<file path="config.mk">
export PLATFORM = sky130hd
export DESIGN_NAME = mul_div_unit
export DESIGN_NICKNAME = d
export VERILOG_FILES = /design/src/rtl/mul_div_unit.sv
export SDC_FILE = /design/constraint.sdc
export NUM_CORES = 1
export LEC_CHECK = 0
export ABC_AREA = 1
export CORE_MARGIN = 2
export CORE_UTILIZATION = 51
export CTS_CLUSTER_DIAMETER = 50
export DETAILED_ROUTE_END_ITERATION = 7
export PLACE_DENSITY = 0.83
export SYNTH_ARGS = -nofsm -noshare
export SYNTH_HDL_FRONTEND = slang
export SYNTH_SLANG_ARGS = --single-unit
</file>
<file path="constraint.sdc">
create_clock -name clk_i -period 14 [get_ports clk_i]
set_input_delay 2.8 -clock clk_i [delete_from_list [all_inputs] [get_ports clk_i]]
set_output_delay 2.8 -clock clk_i [all_outputs]
set_load 0.005 [all_outputs]
</file>
<file path="src/rtl/mul_div_unit.sv">
// Iterative MULT/MULTU/DIV/DIVU unit with private HI/LO registers.
// Produces one product or quotient bit per cycle, then applies signs in a single fix-up cycle.
module mul_div_unit #(
    parameter int unsigned size = 32
) (
    input  logic            clk_i,
    input  logic            rst_i,
    input  logic            start_i,
    input  logic [1:0]      op_i,
    input  logic [size-1:0] src1_i,
    input  logic [size-1:0] src2_i,
    input  logic            mthi_i,
    input  logic            mtlo_i,
    output logic            busy_o,
    output logic            done_o,
    output logic            div_zero_o,
    output logic [size-1:0] hi_o,
    output logic [size-1:0] lo_o
);
    localparam int unsigned CntW = (size > 1) ? $clog2(size) : 1;

    typedef enum logic [1:0] {StIdle, StIter, StFix, StDone} state_e;

    state_e            state_q;
    logic [1:0]        op_q;      // [1]: divide, [0]: unsigned
    logic              sign1_q;   // dividend / multiplicand was negative (signed ops only)
    logic              sign2_q;
    logic [CntW-1:0]   cnt_q;
    logic [size-1:0]   opb_q;     // multiplicand or divisor magnitude
    logic [2*size-1:0] acc_q;     // product accumulator; low half is dividend/quotient on divide
    logic [size-1:0]   rem_q;
    logic [size-1:0]   hi_q;
    logic [size-1:0]   lo_q;
    logic              done_q;
    logic              div_zero_q;

    logic              is_signed_in;
    logic [size-1:0]   abs1;
    logic [size-1:0]   abs2;
    logic [size:0]     mul_sum;
    logic [2*size-1:0] mul_next;
    logic [size:0]     div_shift;
    logic [size+1:0]   div_diff;
    logic              div_ok;
    logic [size-1:0]   rem_next;
    logic [size-1:0]   quo_next;
    logic              neg_res;
    logic [2*size-1:0] prod_fix;
    logic [size-1:0]   quo_fix;
    logic [size-1:0]   rem_fix;
    logic              div_by_zero;
    logic [size-1:0]   fix_hi;
    logic [size-1:0]   fix_lo;
    logic              unused_div_bit;

    // Operand magnitudes at launch, one iteration step, and the sign fix-up of the result.
    always_comb begin
        is_signed_in = ~op_i[0];
        abs1 = (is_signed_in && src1_i[size-1]) ? -src1_i : src1_i;
        abs2 = (is_signed_in && src2_i[size-1]) ? -src2_i : src2_i;

        // Shift-add: add multiplicand into the upper half when the multiplier LSB is set.
        mul_sum  = {1'b0, acc_q[2*size-1:size]} + (acc_q[0] ? {1'b0, opb_q} : '0);
        mul_next = {mul_sum, acc_q[size-1:1]};

        // Restoring step on a size+1 bit partial remainder; the kept remainder always fits
        // in size bits because it stays below the divisor.
        div_shift      = {rem_q, acc_q[size-1]};
        div_diff       = {1'b0, div_shift} - {2'b00, opb_q};
        div_ok         = ~div_diff[size+1];
        rem_next       = div_ok ? div_diff[size-1:0] : div_shift[size-1:0];
        quo_next       = {acc_q[size-2:0], div_ok};
        unused_div_bit = div_diff[size];

        neg_res     = sign1_q ^ sign2_q;
        prod_fix    = neg_res ? -acc_q : acc_q;
        quo_fix     = neg_res ? -acc_q[size-1:0] : acc_q[size-1:0];
        // With a zero divisor the remainder is the dividend magnitude, so re-signing it
        // restores the raw dividend bits for HI.
        rem_fix     = sign1_q ? -rem_q : rem_q;
        div_by_zero = (opb_q == '0);

        if (op_q[1]) begin
            fix_hi = rem_fix;
            fix_lo = div_by_zero ? '1 : quo_fix;
        end else begin
            fix_hi = prod_fix[2*size-1:size];
            fix_lo = prod_fix[size-1:0];
        end
    end

    // Control FSM, iteration datapath and the architectural HI/LO/status registers.
    always_ff @(posedge clk_i or posedge rst_i) begin
        if (rst_i) begin
            state_q    <= StIdle;
            op_q       <= 2'b00;
            sign1_q    <= 1'b0;
            sign2_q    <= 1'b0;
            cnt_q      <= '0;
            opb_q      <= '0;
            acc_q      <= '0;
            rem_q      <= '0;
            hi_q       <= '0;
            lo_q       <= '0;
            done_q     <= 1'b0;
            div_zero_q <= 1'b0;
        end else begin
            unique case (state_q)
                StIdle, StDone: begin
                    done_q <= 1'b0;
                    if (start_i) begin
                        op_q    <= op_i;
                        sign1_q <= is_signed_in & src1_i[size-1];
                        sign2_q <= is_signed_in & src2_i[size-1];
                        cnt_q   <= '0;
                        rem_q   <= '0;
                        if (op_i[1]) begin
                            acc_q <= {{size{1'b0}}, abs1};
                            opb_q <= abs2;
                        end else begin
                            acc_q <= {{size{1'b0}}, abs2};
                            opb_q <= abs1;
                        end
                        state_q <= StIter;
                    end else begin
                        if (mthi_i) hi_q <= src1_i;
                        if (mtlo_i) lo_q <= src1_i;
                        state_q <= StIdle;
                    end
                end
                StIter: begin
                    if (op_q[1]) begin
                        rem_q            <= rem_next;
                        acc_q[size-1:0]  <= quo_next;
                    end else begin
                        acc_q <= mul_next;
                    end
                    cnt_q <= cnt_q + CntW'(1);
                    if (cnt_q == CntW'(size - 1)) state_q <= StFix;
                end
                StFix: begin
                    hi_q       <= fix_hi;
                    lo_q       <= fix_lo;
                    done_q     <= 1'b1;
                    div_zero_q <= op_q[1] & div_by_zero;
                    state_q    <= StDone;
                end
                default: state_q <= StIdle;
            endcase
        end
    end

    // Status and HI/LO come straight from registers.
    always_comb begin
        busy_o     = (state_q == StIter) || (state_q == StFix);
        done_o     = done_q;
        div_zero_o = div_zero_q;
        hi_o       = hi_q;
        lo_o       = lo_q;
    end

endmodule

</file>
# Word level (Yosys, flattened, before mapping)
# Cells that the tools add are included.
[totals]
regBits = 205
in_bits = 71
out_inout_bits = 67
elab_cells = 83
[op_classes]
n_addsub = 8
n_eq_ne = 11
n_mux = 31
bitwise_logic = 6
n_reduce_logical = 14
[op_table]
columns = ["operator", "count"]
rows = [
  ["$mux 32", 19],
  ["$pmux 32 s2", 3],
  ["$mux 64", 2],
  ["$neg 32->32", 4],
  ["$pmux 64 s2", 1],
  ["$neg 64->64", 1],
  ["$sub 33x32->34", 1],
  ["$add 32x32->33", 1],
  ["$logic_not 32->1", 1],
  ["$ne 2x2->1 const B", 7],
  ["$reduce_and 3->1", 4],
  ["$pmux 5 s2", 1],
  ["$pmux 2 s3", 1],
  ["$add 5x1->5 const B", 1],
  ["$eq 5x5->1 const B", 1],
  ["$mux 5", 1],
  ["$eq 2x2->1 const B", 2],
  ["$reduce_and 2->1", 2],
  ["$reduce_bool 2->1", 2],
  ["$and 1x1->1", 3],
  ["$eq 2x1->1 const B", 1],
  ["$logic_and 1x1->1", 2],
  ["$logic_not 2->1", 1],
  ["$mux 2", 1],
  ["6 further kinds", 7],
]

# Depth between registers and ports, before layout
[logic_depth]
ltp_word = 6
depth_mapped = 20

# Least setup slack after synthesis
# OpenSTA, ideal clock, no wires.
[synth_timing]
path_type = "input-to-reg"
start = "input src1_i[0]"
end = "register acc_q[30]"
setup_ns = 0.129
arrival_ns = 4.089
required_ns = 13.871
path_slack_ns = 9.783
path_stages = 13
path_buffers = 0
cell_sequence = "inv_1 -> ha_1 -> nand3_1 -> nor2_1 -> nand2_1 -> nor2_1 -> nand3_1 -> nand2_1 -> nand2_1 -> nand2_1 -> nand3_1 -> nand3_1 -> a21oi_1"
[synth_via]
elab_chain_cells = 5
[synth_rtl]
columns = ["item", "line", "rtl"]
rows = [
  ["from (decl)", "10", "input logic [size-1:0] src1_i,"],
  ["$neg 32->32", "59", "abs1 = (is_signed_in && src1_i[size-1]) ? -src1_i : src1_i;"],
  ["$mux 32", "59", ""],
  ["$mux 32", "117", "if (op_i[1]) begin"],
  ["$mux 64", "111", "if (start_i) begin"],
  ["$pmux 64 s2", "108", "unique case (state_q)"],
  ["to (signal assigned)", "118", "acc_q <= {{size{1'b0}}, abs1};"],
  ["to (signal assigned)", "121", "acc_q <= {{size{1'b0}}, abs2};"],
  ["to (signal, indexed assignment)", "134", "acc_q[size-1:0] <= quo_next;"],
  ["to (decl)", "30", "logic [2*size-1:0] acc_q;"],
]
# Every way passes these cells. The select of a mux whose other input is x is not followed.
# A chain may end at the register's enable or synchronous reset.

# Final worst setup path
[layout_timing]
start = "input start_i"
end = "register rem_q[27]"
[layout_via]
elab_chain_cells = 2
[layout_rtl]
columns = ["item", "line", "rtl"]
rows = [
  ["from (decl)", "8", "input logic start_i,"],
  ["$ne 2x2->1 (no line)", "-", ""],
  ["$reduce_and 3->1 (no line)", "-", ""],
  ["to (signal assigned)", "133", "rem_q <= rem_next;"],
  ["to (decl)", "31", "logic [size-1:0] rem_q;"],
]
# Every way passes these cells.

==> summary.txt <==
Global route
  • GRT overflow: 0
  • Vias in the first global route: 21060
  • Pin count of the biggest net entering global routing: 135
  • GRT Total Usage: 42.90%
  • First-pass GRT wire length: 125.3 mm
  • Initial antenna violation count: 2

Route
  • Post-route DRC: 0
  • Initial drt markers: 3152
  • Via density: 6.214
  • Total wire length: 83.31 mm
  • Vias: 22420
  • Detail Route Antenna Nets: 0
  • WL/cell: 23.09 um
  • 1st-pass router iterations: 7

Cells and area
  • Nets: 3262
  • Filler instances: 3603
  • Post-route cell area: 0.02152 sq mm
  • Layout cell share with drive strength beyond 1: 5.099%
  • Fin cells: 3608
  • P&R area growth vs syn: 14.08%

Synthesis
  • Ys Warns: 0
  • Sequential fraction of the synthesis area: 27.07%
  • Top post-synthesis cells by area: dfrtp_1 (27%), nand2_1 (15%), nand3_1 (8.8%)
  • Cell variety after synth: 55
  • Most frequent cell after synthesis: nand2_1
  • Post-Syn Area per Cell: 6.224 sq um
  • Asr flop ratio synth: 100.0%
  • Synth Register Bits: 204
  • Cell taking the most area after synthesis: dfrtp_1
  • Synth top cells by count: nand2_1 (732), nor2_1 (435), inv_1 (350)
  • Synth Cell Area: 0.01886 sq mm
  • Synth top area share: 27.07%
  • EDFF count, synth: 0
  • Synth Flop Type: dfrtp_1
  • Syn Nets: 3176
  • Gate Count Post-Synth: 3030

STA
  • Slew @ Worst Pin: 1.323 ns
  • RSZ-0062 raised after global routing: no
  • Period utilization: 40.60%
  • Worst hold slack: 0.4862 ns
  • Final setup fails: 0
  • Setup TNS: 0 ns
  • Max-slew violations: 0
  • Clk_skew: 0.01293 ns
  • Max Clk Rate: 0.1759 GHz
  • Post-route minimum period: 5.684 ns
  • Slew Limit Headroom: 11.68%
  • Hold violation count in the final report: 0

Floorplan
  • IO Pins: 138
  • Die width: 196.3 um
  • Initial Util: 51.64%
  • Die H: 196.3 um
  • Core area: 0.03652 sq mm
  • Placement Rows: 70
  • Total die area: 0.03853 sq mm

Power
  • Sequential share of power: 20.1%
  • Internal: 2614 uW
  • Max VDD drop: 0.0001542 V
  • Power consumption: 6123 uW
  • PD cells: 284.6 mW/mm^2
  • Switch share: 57.30%
  • Switching Power: 3509 uW
  • Comb pwr share: 67.1%
  • Leak: 0.01046 uW
  • Clock power share: 12.8%

Clocking
  • Number of gates resized after cts: 0
  • Max Root-Sink Buffers: 3
  • Root buffer cell: clkbuf_16
  • CTS sink count: 204
  • CTS tree: built
  • Clock Latency Late Sink: 0.59 ns
  • H-tree depth: 1
  • Setup Fix Bufs, Post-CTS: 0
  • # hold bufs at CTS: 0
  • Clk slew on worst S/H paths: 0.06 ns
  • CTS Buf Count: 30

Worst hold path
  • Hold Path Depth: 2
  • Hold path endpoint: div_zero_o$_DFFE_PP0P_
  • Tightest Hold Check Type: flop to flop
  • HP Start: div_zero_o$_DFFE_PP0P_

Critical path
  • Worst Path Required: 14.47 ns
  • Reg2reg path depth: 9
  • Family with the most delay on the worst path: buffers and inverters
  • R2R Path Start: state_q[0]$_DFFE_PP0P_
  • CP bufs+invs: 4
  • Terminus of the critical flop-to-flop path: lo_o[12]$_DFFE_PP0P_
  • CP Launch Type: input pin
  • Delay of the slowest critical-path stage: 0.71 ns
  • Worst Path Class, Setup: input pin to flop
  • R2r setup slk: 10.10 ns
  • CP Max Fanout: 57
  • Most frequent CP cell: nand2_1
  • Cell Chain, Critical Path: clkdlybuf4s50_1 -> nand2_1 -> inv_2 -> a21oi_4 -> buf_4 -> nor2_2 -> inv_1 -> nand2_1 -> nand2_1
  • Worst path depth: 9
  • Critical path capture point type: flop
  • Worst path slowest cell: nor2_2
  • Critical Path AT: 6.16 ns

Place
  • Placed inst area: 0.02050 sq mm
  • Final Wtd Congestion: 1.022
  • Number of buffers added on ports: 137
  • Placed insts: 3552
  • Final HPWL DP: 66.68 mm

Status
  • Outcome: complete, no violations

Job
  • Max Cap Viol: 0
power groups by stage:
stage               logic [uW]  clock network (uW)  registers, uW
floorplan                 2770                   0           1060
global placement          3900                   0           1200
detailed placement        3960                   0           1210
CTS                       3980                 776           1200
global route              4470                 800           1240
finish                    4110                 784           1230
worst min-delay path: stages (launching register included):
cell     delay (ns)
dfrtp_1        0.34
nand2_1        0.05
nand2_1        0.06
registers in the layout (all words and copies together), names as in the netlist:
register    cells
state_q         2
opb_q          32
sign1_q         1
done_o          1
div_zero_o      1
acc_q          64
hi_o           32
sign2_q         1
cnt_q           5
op_q            1
lo_o           32
rem_q          32
worst max-delay path by stage:
stage / endpoint / start
4_1_cts: rem_q[25]$_DFFE_PP0P_ / start_i
5_1_grt: rem_q[27]$_DFFE_PP0P_ / start_i
3_3_place_gp: rem_q[25]$_DFFE_PP0P_ / start_i
3_5_place_dp: rem_q[25]$_DFFE_PP0P_ / start_i
6_report: rem_q[27]$_DFFE_PP0P_ / start_i
2_1_floorplan: acc_q[0]$_DFFE_PP0P_ / rst_i
final cells by class:
type,count,area (sq um),area share (%)
inverters,360,1359,6.315
well taps,468,585.6,2.722
multi-input cells,2365,11940,55.51
diodes,2,5.005,0.02326
clock buffers,37,828.3,3.850
repair buffers,155,1506,7.002
flip-flops and latches,204,5105,23.73
clock inverters,17,182.7,0.8490
cells by family (layout without fill, tap and decap cells):
group / Yosys count / count (layout) / synth area share [%]
and+or+nand+nor: 1668 / 1668 / 38.20
xor gates and xnor gates: 51 / 51 / 2.368
buffers and inverters: 461 / 569 / 9.699
other: 0 / 2 / 0
AOI/OAI and AO/OA: 571 / 571 / 17.61
adders and majority gates: 75 / 75 / 5.055
DFF: 204 / 204 / 27.07
stage by stage:
stage	worst slack (ns)	util [%]
after floorplan	5.633	-
after global placement	7.957	56.13
after detailed placement	7.877	56.13
after CTS	8.469	58.90
after global routing	8.139	58.90
final	8.316	58.91
cells in the final DEF (no fill, tap or decap), types with 11 or more instances in the layout:
cell type,netlist,layout
a21oi_1,192,191
a221oi_1,29,29
a22oi_1,21,21
a31oi_1,17,17
buf_4,2,18
clkbuf_16,0,31
clkdlybuf4s50_1,0,137
dfrtp_1,204,204
ha_1,73,72
inv_1,350,349
nand2_1,732,732
nand2_2,24,24
nand3_1,331,331
nand3_2,15,15
nand4_1,41,41
nor2_1,435,433
nor2_2,9,11
nor3_1,37,37
o211ai_1,29,29
o21ai_0,181,181
o21ai_1,31,31
o221ai_1,15,15
o22ai_1,14,14
or2_2,13,13
xnor2_1,13,13
xor2_1,38,38
routing by layer:
metal  wire length, um  global-route usage (%)  vias up
met3             10480                   10.57      267
met4              4566                   20.23        2
li1                  -                       -    10230
met5                14                       0        -
met1             33490                   58.37    10440
met2             34760                   63.95     1476
Power figures use the tool's default switching activity.
